**src/rtl/core_mdu_arbiter_if.sv**
```systemverilog
// Requester, response and MDU-side signal bundle for core_mdu_arbiter.
// master is the arbiter's view; slave is the surrounding core/MDU.
interface core_mdu_arbiter_if #(
   parameter int XLEN = 64
);
   logic            flush;
   logic            rq0_valid;
   logic            rq0_ready;
   logic [2:0]      rq0_op;
   logic            rq0_word;
   logic [XLEN-1:0] rq0_rs1;
   logic [XLEN-1:0] rq0_rs2;
   logic            rq1_valid;
   logic            rq1_ready;
   logic [2:0]      rq1_op;
   logic            rq1_word;
   logic [XLEN-1:0] rq1_rs1;
   logic [XLEN-1:0] rq1_rs2;
   logic            rsp_valid;
   logic            rsp_ready;
   logic            rsp_src;
   logic [XLEN-1:0] rsp_data;
   logic            rsp_err;
   logic            mdu_valid;
   logic            mdu_flush;
   logic            mdu_word;
   logic [7:0]      mdu_op;
   logic [XLEN-1:0] mdu_rs1;
   logic [XLEN-1:0] mdu_rs2;
   logic            mdu_ready;
   logic [XLEN-1:0] mdu_rd;

   modport master (
      input  flush,
      input  rq0_valid, rq0_op, rq0_word, rq0_rs1, rq0_rs2,
      output rq0_ready,
      input  rq1_valid, rq1_op, rq1_word, rq1_rs1, rq1_rs2,
      output rq1_ready,
      output rsp_valid, rsp_src, rsp_data, rsp_err,
      input  rsp_ready,
      output mdu_valid, mdu_flush, mdu_word, mdu_op, mdu_rs1, mdu_rs2,
      input  mdu_ready, mdu_rd
   );

   modport slave (
      output flush,
      output rq0_valid, rq0_op, rq0_word, rq0_rs1, rq0_rs2,
      input  rq0_ready,
      output rq1_valid, rq1_op, rq1_word, rq1_rs1, rq1_rs2,
      input  rq1_ready,
      input  rsp_valid, rsp_src, rsp_data, rsp_err,
      output rsp_ready,
      input  mdu_valid, mdu_flush, mdu_word, mdu_op, mdu_rs1, mdu_rs2,
      output mdu_ready, mdu_rd
   );
endinterface

```
**src/rtl/core_mdu_arbiter.sv**
```systemverilog
// Two-requester round-robin front end for a shared multiply/divide unit,
// with a RUN watchdog and a one-cycle MDU flush after every operation.
//
// state | meaning
// IDLE  | waiting for a request; grants one combinationally
// RUN   | operation presented to the MDU, watchdog counting
// RESP  | result (or timeout error) held until rsp_ready
// CLEAR | one cycle of mdu_flush to drop the MDU completion status
module core_mdu_arbiter #(
   parameter int XLEN    = 64,
   parameter int TIMEOUT = 127
) (
   input logic g_clk,
   input logic g_reset,
   core_mdu_arbiter_if.master bus
);
   typedef enum logic [1:0] {IDLE, RUN, RESP, CLEAR} state_t;

   state_t          state_q, state_d;
   logic            prio_q;
   logic [7:0]      wdog_q;
   logic [2:0]      op_q;
   logic            word_q;
   logic            src_q;
   logic [XLEN-1:0] rs1_q, rs2_q, data_q;
   logic            err_q;
   logic            gnt1, take, wdog_tc;

   assign gnt1    = bus.rq1_valid && (!bus.rq0_valid || prio_q);
   assign take    = (state_q == IDLE) && !bus.flush && !g_reset &&
                    (bus.rq0_valid || bus.rq1_valid);
   assign wdog_tc = (wdog_q == 8'(TIMEOUT - 1));

   always_ff @(posedge g_clk or posedge g_reset) begin
      if (g_reset) state_q <= IDLE;
      else         state_q <= state_d;
   end

   always_comb begin
      state_d = state_q;
      case (state_q)
         IDLE:  if (take) state_d = RUN;
         RUN: begin
            if (bus.flush)                      state_d = CLEAR;
            else if (bus.mdu_ready || wdog_tc)  state_d = RESP;
         end
         RESP:  if (bus.rsp_ready || bus.flush) state_d = CLEAR;
         CLEAR: state_d = IDLE;
         default: state_d = IDLE;
      endcase
   end

   always_ff @(posedge g_clk or posedge g_reset) begin
      if (g_reset) begin
         prio_q <= 1'b0;
         wdog_q <= '0;
         op_q   <= '0;
         word_q <= 1'b0;
         src_q  <= 1'b0;
         rs1_q  <= '0;
         rs2_q  <= '0;
         data_q <= '0;
         err_q  <= 1'b0;
      end else if (take) begin
         prio_q <= ~gnt1;
         wdog_q <= '0;
         src_q  <= gnt1;
         op_q   <= gnt1 ? bus.rq1_op   : bus.rq0_op;
         word_q <= gnt1 ? bus.rq1_word : bus.rq0_word;
         rs1_q  <= gnt1 ? bus.rq1_rs1  : bus.rq0_rs1;
         rs2_q  <= gnt1 ? bus.rq1_rs2  : bus.rq0_rs2;
      end else if (state_q == RUN && !bus.flush) begin
         // a completion in the terminal watchdog cycle still beats the timeout
         if (bus.mdu_ready) begin
            data_q <= bus.mdu_rd;
            err_q  <= 1'b0;
         end else if (wdog_tc) begin
            data_q <= '0;
            err_q  <= 1'b1;
         end else begin
            wdog_q <= wdog_q + 8'd1;
         end
      end
   end

   assign bus.rq0_ready = take && !gnt1;
   assign bus.rq1_ready = take && gnt1;
   assign bus.mdu_valid = (state_q == RUN);
   assign bus.mdu_op    = (state_q == RUN) ? (8'd1 << op_q) : 8'd0;
   assign bus.mdu_word  = word_q;
   assign bus.mdu_rs1   = rs1_q;
   assign bus.mdu_rs2   = rs2_q;
   assign bus.mdu_flush = !g_reset && ((state_q == CLEAR) || bus.flush);
   assign bus.rsp_valid = (state_q == RESP);
   assign bus.rsp_src   = src_q;
   assign bus.rsp_data  = data_q;
   assign bus.rsp_err   = err_q;
endmodule

```
**src/flat_wrapper.sv**
```systemverilog
// flat-port wrapper written by rule: the top's interface ports become plain ports
module core_mdu_arbiter_flat 
#(
   parameter int XLEN    = 64,
   parameter int TIMEOUT = 127
)
  (g_clk, g_reset, bus_flush, bus_rq0_valid, bus_rq0_op, bus_rq0_word, bus_rq0_rs1, bus_rq0_rs2, bus_rq0_ready, bus_rq1_valid, bus_rq1_op, bus_rq1_word, bus_rq1_rs1, bus_rq1_rs2, bus_rq1_ready, bus_rsp_valid, bus_rsp_src, bus_rsp_data, bus_rsp_err, bus_rsp_ready, bus_mdu_valid, bus_mdu_flush, bus_mdu_word, bus_mdu_op, bus_mdu_rs1, bus_mdu_rs2, bus_mdu_ready, bus_mdu_rd);
  core_mdu_arbiter_if #(.XLEN(XLEN)) bus_i ();
  input logic g_clk;
  input logic g_reset;
  input wire logic [$bits(bus_i.flush)-1:0] bus_flush;
  input wire logic [$bits(bus_i.rq0_valid)-1:0] bus_rq0_valid;
  input wire logic [$bits(bus_i.rq0_op)-1:0] bus_rq0_op;
  input wire logic [$bits(bus_i.rq0_word)-1:0] bus_rq0_word;
  input wire logic [$bits(bus_i.rq0_rs1)-1:0] bus_rq0_rs1;
  input wire logic [$bits(bus_i.rq0_rs2)-1:0] bus_rq0_rs2;
  output wire logic [$bits(bus_i.rq0_ready)-1:0] bus_rq0_ready;
  input wire logic [$bits(bus_i.rq1_valid)-1:0] bus_rq1_valid;
  input wire logic [$bits(bus_i.rq1_op)-1:0] bus_rq1_op;
  input wire logic [$bits(bus_i.rq1_word)-1:0] bus_rq1_word;
  input wire logic [$bits(bus_i.rq1_rs1)-1:0] bus_rq1_rs1;
  input wire logic [$bits(bus_i.rq1_rs2)-1:0] bus_rq1_rs2;
  output wire logic [$bits(bus_i.rq1_ready)-1:0] bus_rq1_ready;
  output wire logic [$bits(bus_i.rsp_valid)-1:0] bus_rsp_valid;
  output wire logic [$bits(bus_i.rsp_src)-1:0] bus_rsp_src;
  output wire logic [$bits(bus_i.rsp_data)-1:0] bus_rsp_data;
  output wire logic [$bits(bus_i.rsp_err)-1:0] bus_rsp_err;
  input wire logic [$bits(bus_i.rsp_ready)-1:0] bus_rsp_ready;
  output wire logic [$bits(bus_i.mdu_valid)-1:0] bus_mdu_valid;
  output wire logic [$bits(bus_i.mdu_flush)-1:0] bus_mdu_flush;
  output wire logic [$bits(bus_i.mdu_word)-1:0] bus_mdu_word;
  output wire logic [$bits(bus_i.mdu_op)-1:0] bus_mdu_op;
  output wire logic [$bits(bus_i.mdu_rs1)-1:0] bus_mdu_rs1;
  output wire logic [$bits(bus_i.mdu_rs2)-1:0] bus_mdu_rs2;
  input wire logic [$bits(bus_i.mdu_ready)-1:0] bus_mdu_ready;
  input wire logic [$bits(bus_i.mdu_rd)-1:0] bus_mdu_rd;
  assign bus_i.flush = bus_flush;
  assign bus_i.rq0_valid = bus_rq0_valid;
  assign bus_i.rq0_op = bus_rq0_op;
  assign bus_i.rq0_word = bus_rq0_word;
  assign bus_i.rq0_rs1 = bus_rq0_rs1;
  assign bus_i.rq0_rs2 = bus_rq0_rs2;
  assign bus_rq0_ready = bus_i.rq0_ready;
  assign bus_i.rq1_valid = bus_rq1_valid;
  assign bus_i.rq1_op = bus_rq1_op;
  assign bus_i.rq1_word = bus_rq1_word;
  assign bus_i.rq1_rs1 = bus_rq1_rs1;
  assign bus_i.rq1_rs2 = bus_rq1_rs2;
  assign bus_rq1_ready = bus_i.rq1_ready;
  assign bus_rsp_valid = bus_i.rsp_valid;
  assign bus_rsp_src = bus_i.rsp_src;
  assign bus_rsp_data = bus_i.rsp_data;
  assign bus_rsp_err = bus_i.rsp_err;
  assign bus_i.rsp_ready = bus_rsp_ready;
  assign bus_mdu_valid = bus_i.mdu_valid;
  assign bus_mdu_flush = bus_i.mdu_flush;
  assign bus_mdu_word = bus_i.mdu_word;
  assign bus_mdu_op = bus_i.mdu_op;
  assign bus_mdu_rs1 = bus_i.mdu_rs1;
  assign bus_mdu_rs2 = bus_i.mdu_rs2;
  assign bus_i.mdu_ready = bus_mdu_ready;
  assign bus_i.mdu_rd = bus_mdu_rd;
  core_mdu_arbiter #(.XLEN(XLEN), .TIMEOUT(TIMEOUT)) u_core (.g_clk(g_clk), .g_reset(g_reset), .bus(bus_i));
endmodule
```
**config.mk**
```make
export PLATFORM = sky130hd
export DESIGN_NAME = core_mdu_arbiter_flat
export DESIGN_NICKNAME = d
export VERILOG_FILES = /design/src/rtl/core_mdu_arbiter_if.sv /design/src/rtl/core_mdu_arbiter.sv /design/src/flat_wrapper.sv
export SDC_FILE = /design/constraint.sdc
export NUM_CORES = 1
export LEC_CHECK = 0
export BUFFER_PORTS_ARGS = -buffer_cell sky130_fd_sc_hd__buf_2
export CAP_MARGIN = 10
export CORE_AREA = 2 2 213 215
export CTS_CLUSTER_SIZE = 40
export DETAILED_ROUTE_END_ITERATION = 6
export DIE_AREA = 0 0 215 217
export SKIP_LAST_GASP = 1
export SLEW_MARGIN = 20
export SYNTH_ARGS = -nofsm -noshare
export SYNTH_HDL_FRONTEND = slang
export SYNTH_SLANG_ARGS = --single-unit
```
**constraint.sdc**
```tcl
create_clock -name g_clk -period 7.15 [get_ports g_clk]
set_clock_uncertainty 0.05 [all_clocks]
set_input_delay 1.0725 -clock g_clk [delete_from_list [all_inputs] [get_ports g_clk]]
set_output_delay 1.0725 -clock g_clk [all_outputs]
set_load 0.01 [all_outputs]
```
==> impl_metrics.csv, run 1 <==
group,metric,value,unit
logic_synthesis,synth_area,9191,µm²
power,vdd_drop_max,172.2,µV
clocking,clock_sinks,209,
power,switchingPower,1.796,mW
floorplan,dieWidth,215,µm
sta,worst_pin_slew,953.8,ps
power,p_clk_share,23.9,%
global_routing,grt_overflow,0,
outcome,outcome,"complete, no violations",
route,drcViolationCount,0,
hold_path,worstHoldPathType,"flop to flop",
power,intPower,3.258,mW
power,pwr-share-seq,39.9,%
global_routing,antenna_found_initial,7,
layout,nets,1673,
placed_design,pre_cts_ws,3620,ps
logic_synthesis,synth_nets,1155,
global_routing,grt_max_degree,110,
logic_synthesis,ys_types,41,
floorplan,dieArea,46660,µm²
clocking,cts_resized,0,
placed_design,place_congestion,0.7970,
clocking,cts-htree-levels,1,
route,drt-initial-drc-count,403,
logic_synthesis,synth-compound-area-share,14.70,%
sta,rsz0062_at_grt,"false",
worst_setup_path,worstSetupStartpointType,"primary input",
logic_synthesis,syn_avg_cell_area,11.31,µm²
worst_setup_path,worstPathRequired,6030,ps
power,p_sw_share,35.54,%
logic_synthesis,synth_warnings,0,
clocking,cts_root_buf,"clkbuf_16",
floorplan,core_area,44700,µm²
clocking,numCtsBuffers,24,
logic_synthesis,ys_seq_area_share,56.90,%
logic_synthesis,muxShareOfSynthArea,14.61,%
clocking,postCtsHoldBufs,0,
route,drt_wl_total,31080,µm
logic_synthesis,synth-xor-area-share,0.2859,%
sta,whs,423.8,ps
worst_setup_path,crit_type,"primary input to primary output",
clocking,clockBufferDepth,3,
power,p_comb_share,36.2,%
global_routing,grt_pass1_vias,7942,
sta,finalCritPeriodShare,48.74,%
worst_setup_path,worst-endpoint-arrival,2360,ps
logic_synthesis,yosys.area_share.simple,8.032,%
sta,worst_slack,3665,ps
worst_setup_path,endpoint_kind,"primary output",
logic_synthesis,ys_seq_elements,209,
worst_setup_path,path_max_fanout,37,
logic_synthesis,yosysTopAreaCell,"dfrtp_1",
sta,tns,0,ps
logic_synthesis,synthTopCellsByArea,"dfrtp_1, mux2i_1, o21ai_0",
layout,drive_above_1_share,44.39,%
global_routing,grt_pass1_wl,46560,µm
clocking,clk_latency,530,ps
floorplan,initial_core_util,20.56,%
logic_synthesis,synth_top_area_share,56.90,%
placed_design,hpwlAfterDp,24230,µm
layout,syn_to_final_growth,43.23,%
sta,slew_viol_final,0,
clocking,cts.reportedPaths.clkPinSlew,60,ps
logic_synthesis,synth_top_family_by_area,"compound AO/OA/AOI/OAI gates",
route,first_pass_iters,4,
route,routed_via_density,4.152,
logic_synthesis,synthAdderAreaFrac,0.9529,%
placed_design,port_buffers,542,
sta,setup_viol,0,
floorplan,ioPinCount,543,
floorplan,rows,78,
power,p_per_area,383.9,nW/µm²
power,leakagePower,7.326,nW
route,post_drt_wl_per_cell,15.95,µm
route,ant_nets,0,
route,vias,8088,
sta,fin_crit,3485,ps
clocking,cts_setup_buffers,0,
sta,slew_headroom,36.41,%
clocking,cts_tree,"yes",
sta,max_freq,287.0,MHz
flow_run,cap_violations,0,
floorplan,die_y,217,µm
global_routing,grt_usage,12.73,%
sta,hold_violations,0,
logic_synthesis,syn-instance-count,813,
-- state kept, by name, indices dropped and copies added, names as in the netlist --
name                 count
u_core.bus.rsp_data     64
u_core.bus.rsp_src       1
u_core.bus.mdu_rs1      64
u_core.bus.rsp_err       1
u_core.state_q           2
u_core.wdog_q            8
u_core.prio_q            1
u_core.op_q              3
u_core.bus.mdu_word      1
u_core.bus.mdu_rs2      64
-- worst paths after layout --
kind | to | slack, ps | startpoint | cells past startpoint
min | u_core.bus.mdu_rs1[5]$_DFFE_PP0P_ | 420 | u_core.bus.mdu_rs1[5]$_DFFE_PP0P_ | 2
max | bus_rq0_ready | 3670 | bus_rq0_valid | 6
max reg2reg | u_core.bus.mdu_rs2[0]$_DFFE_PP0P_ | 4450 | u_core.state_q[1]$_DFFE_PP0P_ | 6
max in group asynchronous | u_core.bus.mdu_rs2[3]$_DFFE_PP0P_ | 5030 | g_reset | 3
min in group asynchronous | u_core.bus.rsp_data[32]$_DFFE_PP0P_ | 630 | g_reset | 2
min reg2reg | u_core.bus.mdu_rs1[5]$_DFFE_PP0P_ | 420 | u_core.bus.mdu_rs1[5]$_DFFE_PP0P_ | 2
-- power groups by stage --
| stage | combinational, mW | sequential [mW] | clock (mW) |
|---|---|---|---|
| final | 1.83 | 2.02 | 1.21 |
| after detailed placement | 1.86 | 2.02 | 0 |
| after CTS | 1.86 | 2.02 | 1.26 |
| after floorplan | 0.763 | 2.25 | 0 |
| after global routing | 2.02 | 2.08 | 1.31 |
| after global placement | 1.83 | 2.01 | 0 |
-- layout by cell type (no fill, tap or decap), drive strengths merged, types with 5 or more instances in the layout --
master / instances
mux2i: 133
a22o: 64
buf: 552
ha: 7
o21ai: 136
inv: 9
nand3: 6
clkbuf: 33
clkinv: 5
nor2: 17
dfrtp: 209
a21oi: 5
nand2: 136
-- stage by stage --
stage | cells | cell area, µm² | util (%) | total power, mW
2_1_floorplan | 813 | 9191 | - | 3.011
3_3_place_gp | 1905 | 12390 | 27.71 | 3.840
3_5_place_dp | 1905 | 12390 | 27.71 | 3.886
4_1_cts | 1947 | 13160 | 29.45 | 5.146
5_1_grt | 1948 | 13170 | 29.45 | 5.410
6_report | 1948 | 13170 | 29.45 | 5.054
-- Yosys cell counts (all sizes together) --
cell	n
and2	1
or2	1
a2bb2oi	1
a21bo	1
nand3	6
buf	47
o21ai	136
ha	7
nand2	136
and4	2
mux2	1
nand2b	2
inv	9
nor3	2
nor3b	1
a21oi	5
nand4	2
a21o	1
a22o	64
xor2	2
xnor2	1
dfrtp	209
and3	1
o2111ai	2
clkbuf	13
nor2	17
or3	2
mux2i	133
a211o	1
nand3b	1
or4	2
or2b	1
o31ai	2
o211ai	1
-- logic make-up after synthesis --
logic type / count (synthesis)
flops: 209
buf+inv: 69
fa+ha+maj: 7
simple gates: 177
mux: 134
xor+xnor: 3
compound gates: 214
-- critical path, cell delays in order --
cell and delay, ps:
buf_2 90, inv_1 50, o21ai_4 240, buf_4 540, and2_1 200, buf_2 120
-- layer usage --
metal  up-vias  part of all wire, %  GRT usage [%]  routed length, µm
met5         -                    0              0                  0
met4         0                  3.3          4.644               1040
met3        52                  8.7          3.522               2696
met2       381                   47          21.65              14610
met1      3741                   41          15.43              12730
li1       3914                    -              -                  -
-- cell type report --
type | instances | area, µm²
Timing Repair Buffer | 552 | 2788
Sequential cell | 209 | 5230
Clock inverter | 9 | 100.1
Antenna cell | 1 | 2.502
Fill cell | 4708 | 31530
Tap cell | 600 | 750.7
Clock buffer | 33 | 675.6
Multi-Input combinational cell | 535 | 3577
Inverter | 9 | 41.29
(Power assumes the default switching activity.)
==> run 2: changes to the inputs <==
Clock period 7.15 ns to 3.1 ns, I/O delays scaled along.
==> run 2 against run 1 <==
Net effect: count of clock-buffer cells in the layout fell by 1; clock power up 150%; global-route usage up 0.20 points; register-to-register slack lost 3600 ps; sequential cell count unchanged; routed wire length grew 1.5%; cell count grew 1.0%; total power is 140% higher; sequential power rose by 130%; critical endpoint unchanged; highest routed layer is now met5.
==> impl_metrics.csv, run 2 (synthesized netlist as in run 1, its figures left out) <==
group,metric,value,unit
outcome,outcome,"complete, no violations",
sta,fin_crit,2693,ps
route,vias,8241,
sta,whs,119.9,ps
route,drt-initial-drc-count,405,
worst_setup_path,reg2reg_to,"u_core.wdog_q[5]$_DFFE_PP0P_",
hold_path,whs_endpoint,"u_core.bus.rsp_data[11]$_DFFE_PP0P_",
power,p_total,11.92,mW
global_routing,grt_overflow,0,
global_routing,grt_pass1_vias,8245,
worst_setup_path,crit_type,"primary input to primary output",
clocking,clk_latency,520,ps
placed_design,hpwlAfterDp,24890,µm
worst_setup_path,endpoint_kind,"primary output",
power,vdd_drop_max,460.0,µV
global_routing,grt_max_degree,168,
floorplan,rows,78,
flow_run,cap_violations,0,
clocking,cts_tree,"yes",
clocking,clock_sinks,209,
floorplan,dieArea,46660,µm²
floorplan,core_area,44700,µm²
sta,worst_pin_slew,683.1,ps
route,post_drt_wl_per_cell,16.03,µm
power,p_per_area,885.5,nW/µm²
worst_setup_path,worstSetupStartpointType,"primary input",
layout,fill_cells,4741,
global_routing,antenna_found_initial,9,
global_routing,grt_usage,12.94,%
placed_design,port_buffers,542,
worst_setup_path,worst-endpoint-arrival,2180,ps
floorplan,initial_core_util,20.56,%
route,drt_wl_total,31550,µm
placed_design,place_congestion,0.8597,
route,ant_nets,0,
worst_setup_path,rr_worst_depth,6,
sta,finalCritPeriodShare,86.88,%
sta,slew_viol_final,0,
layout,nets,1689,
clocking,numCtsBuffers,24,
clocking,cts-htree-levels,1,
hold_path,worstHoldStart,"bus_mdu_rd[11]",
sta,setup_viol,0,
layout,instances_no_fill,1968,
hold_path,worstHoldPathType,"primary input to flop",
floorplan,die_y,217,µm
hold_path,whs_path_depth,2,
layout,layout_commonest_cell,"buf_2",
clocking,clockBufferDepth,3,
sta,hold_violations,0,
placed_design,dp.cells,1920,
layout,final_util,30.12,%
floorplan,ioPinCount,543,
power,leakagePower,7.473,nW
layout,syn_to_final_growth,46.47,%
clocking,cts_root_buf,"clkbuf_16",
sta,max_freq,371.3,MHz
sta,tns,0,ps
clocking,cts.reportedPaths.clkPinSlew,60,ps
worst_setup_path,r2r-start,"u_core.state_q[1]$_DFFE_PP0P_",
route,drcViolationCount,0,
global_routing,grt_pass1_wl,47290,µm
sta,slew_headroom,54.46,%
layout,drive_above_1_share,45.13,%
sta,rsz0062_at_grt,"false",
floorplan,dieWidth,215,µm
worst_setup_path,path_max_fanout,10,
route,first_pass_iters,5,
route,routed_via_density,4.188,
worst_setup_path,worstPathRequired,2580,ps
worst_setup_path,reg2reg_setup_slack,820,ps
layout,layout_common_cells,"buf_2, dfrtp_1, nand2_1, mux2i_1, o21ai_0",
## run 2: cell count changes in the layout (fill, tap and decap cells not counted)
| cell | before | now |
|---|---|---|
| clkbuf_1 | 6 | 5 |
| buf_12 | 0 | 9 |
| bufinv_16 | 2 | 4 |
| inv_8 | 1 | 0 |
| diode_2 | 1 | 3 |
| clkinv_2 | 5 | 6 |
| clkinvlp_4 | 2 | 3 |
| buf_4 | 10 | 16 |
| dlygate4sd3_1 | 0 | 1 |
## run 2: cell type report
class,instances,area [µm²],share of cell area (%)
multi-input cells,535,3577,26.57
well taps,600,750.7,5.576
inverters,9,37.54,0.2788
flip-flops and latches,209,5230,38.85
clock buffers,32,671.9,4.991
repair buffers,568,3023,22.45
diodes,3,7.507,0.05576
clock inverters,12,165.2,1.227
## run 2: worst max path at each step
stage	from	to
6_report	g_reset	bus_rq0_ready
5_1_grt	u_core.state_q[0]$_DFFE_PP0P_	bus_rq0_ready
4_1_cts	g_reset	bus_rq0_ready
3_5_place_dp	u_core.state_q[1]$_DFFE_PP0P_	u_core.wdog_q[7]$_DFFE_PP0P_
3_3_place_gp	u_core.state_q[1]$_DFFE_PP0P_	u_core.wdog_q[5]$_DFFE_PP0P_
2_1_floorplan	g_reset	u_core.bus.mdu_rs1[0]$_DFFE_PP0P_
## run 2: power by group
group	switching [mW]	internal [mW]	leakage, nW
registers	0.709	3.96	2.62
logic	2.36	1.93	4.45
clock network	1.12	1.85	0.409
## run 2: critical path, cell delays in order
cell           delay, ps
dlygate4sd3_1        550
buf_2                170
nor2_2               200
and3_1               410
and2_1               240
buf_2                150
## run 2: metal layers
layer	vias up	global-route usage (%)	share of wire, %
met5	-	0	0.086
met4	4	4.874	2.9
met3	51	4.165	9.8
met2	397	22.05	48
met1	3840	15.20	39
li1	3949	-	-
## run 2: repair_timing
action,4_1_cts,5_1_grt
setup endpoints to repair,0,0
resized for setup,0,0
setup buffers,0,0
hold endpoints to repair,16,0
hold buffers,1,0
## run 2: stage by stage
step	area (µm²)	setup WS [ps]
global route	13460	299.0
finish	13460	406.7
detailed placement	12610	846.9
CTS	13460	404.3
floorplan	9195	-129.2
global placement	12610	953.2
==> run 3: changes to the inputs <==
Settings changed: CAP_MARGIN 10 to 30.
Clock period 3.1 ns to 2.75 ns, I/O delays scaled along.
==> run 3 against run 2 <==
Net effect: die area is the same; register-to-register slack lost 260 ps; clock power is essentially flat; setup slack lost 240 ps; design area shrank 1.4%; highest routed layer unchanged.
==> impl_metrics.csv, run 3 (synthesized netlist as in run 1, its figures left out) <==
group,metric,value,unit
flow_run,cap_violations,0,
floorplan,rows,78,
clocking,cts_tree,"yes",
worst_setup_path,worstPathRequired,2290,ps
layout,nets,1685,
worst_setup_path,worst-endpoint-arrival,2130,ps
floorplan,core_area,44700,µm²
clocking,cts-htree-levels,1,
sta,fin_crit,2588,ps
power,leakagePower,7.387,nW
clocking,clock_sinks,209,
worst_setup_path,cpMostUsedCell,"buf_2",
sta,slew_viol_final,0,
route,drcViolationCount,0,
power,p_clk_share,22.6,%
worst_setup_path,worst-path-buf-inv,3,
clocking,cts_root_buf,"clkbuf_16",
global_routing,grt_pass1_vias,8141,
sta,setup_viol,0,
layout,layout_commonest_cell,"buf_2",
sta,whs,69.33,ps
sta,worst_pin_slew,730.1,ps
route,ant_nets,0,
global_routing,grt_overflow,0,
sta,tns,0,ps
sta,hold_violations,0,
route,drt_wl_total,31540,µm
power,pwr-share-seq,40.4,%
hold_path,worstHoldPathType,"primary input to flop",
sta,slew_headroom,51.33,%
layout,instances_no_fill,1959,
route,vias,8184,
route,first_pass_iters,6,
clocking,clk_latency,520,ps
power,vdd_drop_max,460.0,µV
layout,fin_area,13280,µm²
sta,max_freq,386.4,MHz
sta,rsz0062_at_grt,"false",
power,p_sw_share,36.12,%
global_routing,antenna_found_initial,6,
placed_design,placed_area,12550,µm²
worst_setup_path,critPathTopFamily,"buffers and inverters",
route,routed_via_density,4.178,
worst_setup_path,worstSetupStartpointType,"primary input",
floorplan,dieArea,46660,µm²
worst_setup_path,path_max_fanout,4,
power,intPower,8.313,mW
layout,syn_to_final_growth,44.45,%
worst_setup_path,crit_type,"primary input to primary output",
floorplan,die_y,217,µm
power,p_comb_share,37.0,%
clocking,clockBufferDepth,3,
layout,drive_above_1_share,44.99,%
worst_setup_path,cp_cell_sequence,"dlygate4sd3_1 > buf_2 > nor2_2 > nand3_4 > nor2_1 > buf_2",
global_routing,grt_pass1_wl,47080,µm
worst_setup_path,slowest_delay,550,ps
power,p_per_area,980.2,nW/µm²
placed_design,place_congestion,0.8519,
layout,layout_common_cells,"buf_2, dfrtp_1, nand2_1, mux2i_1, o21ai_0",
floorplan,dieWidth,215,µm
global_routing,grt_usage,12.87,%
clocking,cts.reportedPaths.clkPinSlew,60,ps
placed_design,port_buffers,542,
worst_setup_path,endpoint_kind,"primary output",
power,switchingPower,4.700,mW
outcome,outcome,"complete, no violations",
clocking,numCtsBuffers,23,
floorplan,initial_core_util,20.56,%
placed_design,hpwlAfterDp,24720,µm
route,post_drt_wl_per_cell,16.10,µm
floorplan,ioPinCount,543,
route,drt-initial-drc-count,472,
placed_design,dp.cells,1917,
sta,finalCritPeriodShare,94.11,%
global_routing,grt_max_degree,168,
worst_setup_path,slowest_stage,"dlygate4sd3_1",
-- run 3: cell count changes in the layout (fill, tap and decap cells not counted), sizes merged --
cell	change
buf	-3
clkbuf	+1
diode	-2
bufinv	-4
clkinv	-1
-- run 3: final cells by class --
class	count	area, µm²
Clock inverter	7	40.04
Inverter	9	37.54
Fill cell	4723	31420
Multi-Input combinational cell	535	3580
Tap cell	600	750.7
Antenna cell	1	2.502
Timing Repair Buffer	565	2963
Clock buffer	33	673.1
Sequential cell	209	5230
-- run 3: path summary, 6_finish.rpt --
kind	from	end	slack, ps	cells past startpoint
hold / removal	bus_mdu_rd[60]	u_core.bus.rsp_data[60]$_DFFE_PP0P_	70	2
min in group asynchronous	g_reset	u_core.bus.rsp_data[53]$_DFFE_PP0P_	470	3
setup reg to reg	u_core.state_q[1]$_DFFE_PP0P_	u_core.wdog_q[7]$_DFFE_PP0P_	560	6
hold reg to reg	u_core.bus.mdu_rs2[49]$_DFFE_PP0P_	u_core.bus.mdu_rs2[49]$_DFFE_PP0P_	420	2
max in group asynchronous	g_reset	u_core.bus.mdu_rs1[62]$_DFFE_PP0P_	1390	4
setup / recovery	g_reset	bus_rq1_ready	160	6
-- run 3: metrics by stage --
stage | power (mW) | setup slack (ps) | utilization, %
finish | 13.01 | 162.0 | 29.70
floorplan | 7.830 | -426.7 | -
CTS | 13.21 | 88.46 | 29.69
detailed placement | 10.16 | 558.9 | 28.08
global route | 13.96 | 25.53 | 29.70
global placement | 10.05 | 263.1 | 28.07
-- run 3: layer usage --
layer / vias up / wire length, µm / share of wire [%] / global-route usage, %
met4: 2 / 811 / 2.6 / 4.092
met1: 3804 / 12760 / 40 / 15.62
met3: 45 / 3178 / 10 / 4.403
li1: 3931 / - / - / -
met5: - / 13 / 0.041 / 0
met2: 402 / 14780 / 47 / 21.47
-- run 3: power groups by stage --
stage | logic [mW] | clock network (mW) | registers (mW)
detailed placement | 4.88 | 0 | 5.28
global route | 5.33 | 3.20 | 5.43
floorplan | 1.99 | 0 | 5.84
finish | 4.81 | 2.94 | 5.26
global placement | 4.77 | 0 | 5.28
CTS | 4.89 | 3.06 | 5.26
-- run 3: timing repair --
item                                   CTS  global route
setup buffers                            0             0
hold buffers                             1             0
gates resized for setup                  0             1
endpoints found under the hold margin   11             0
setup endpoints to repair                0             1
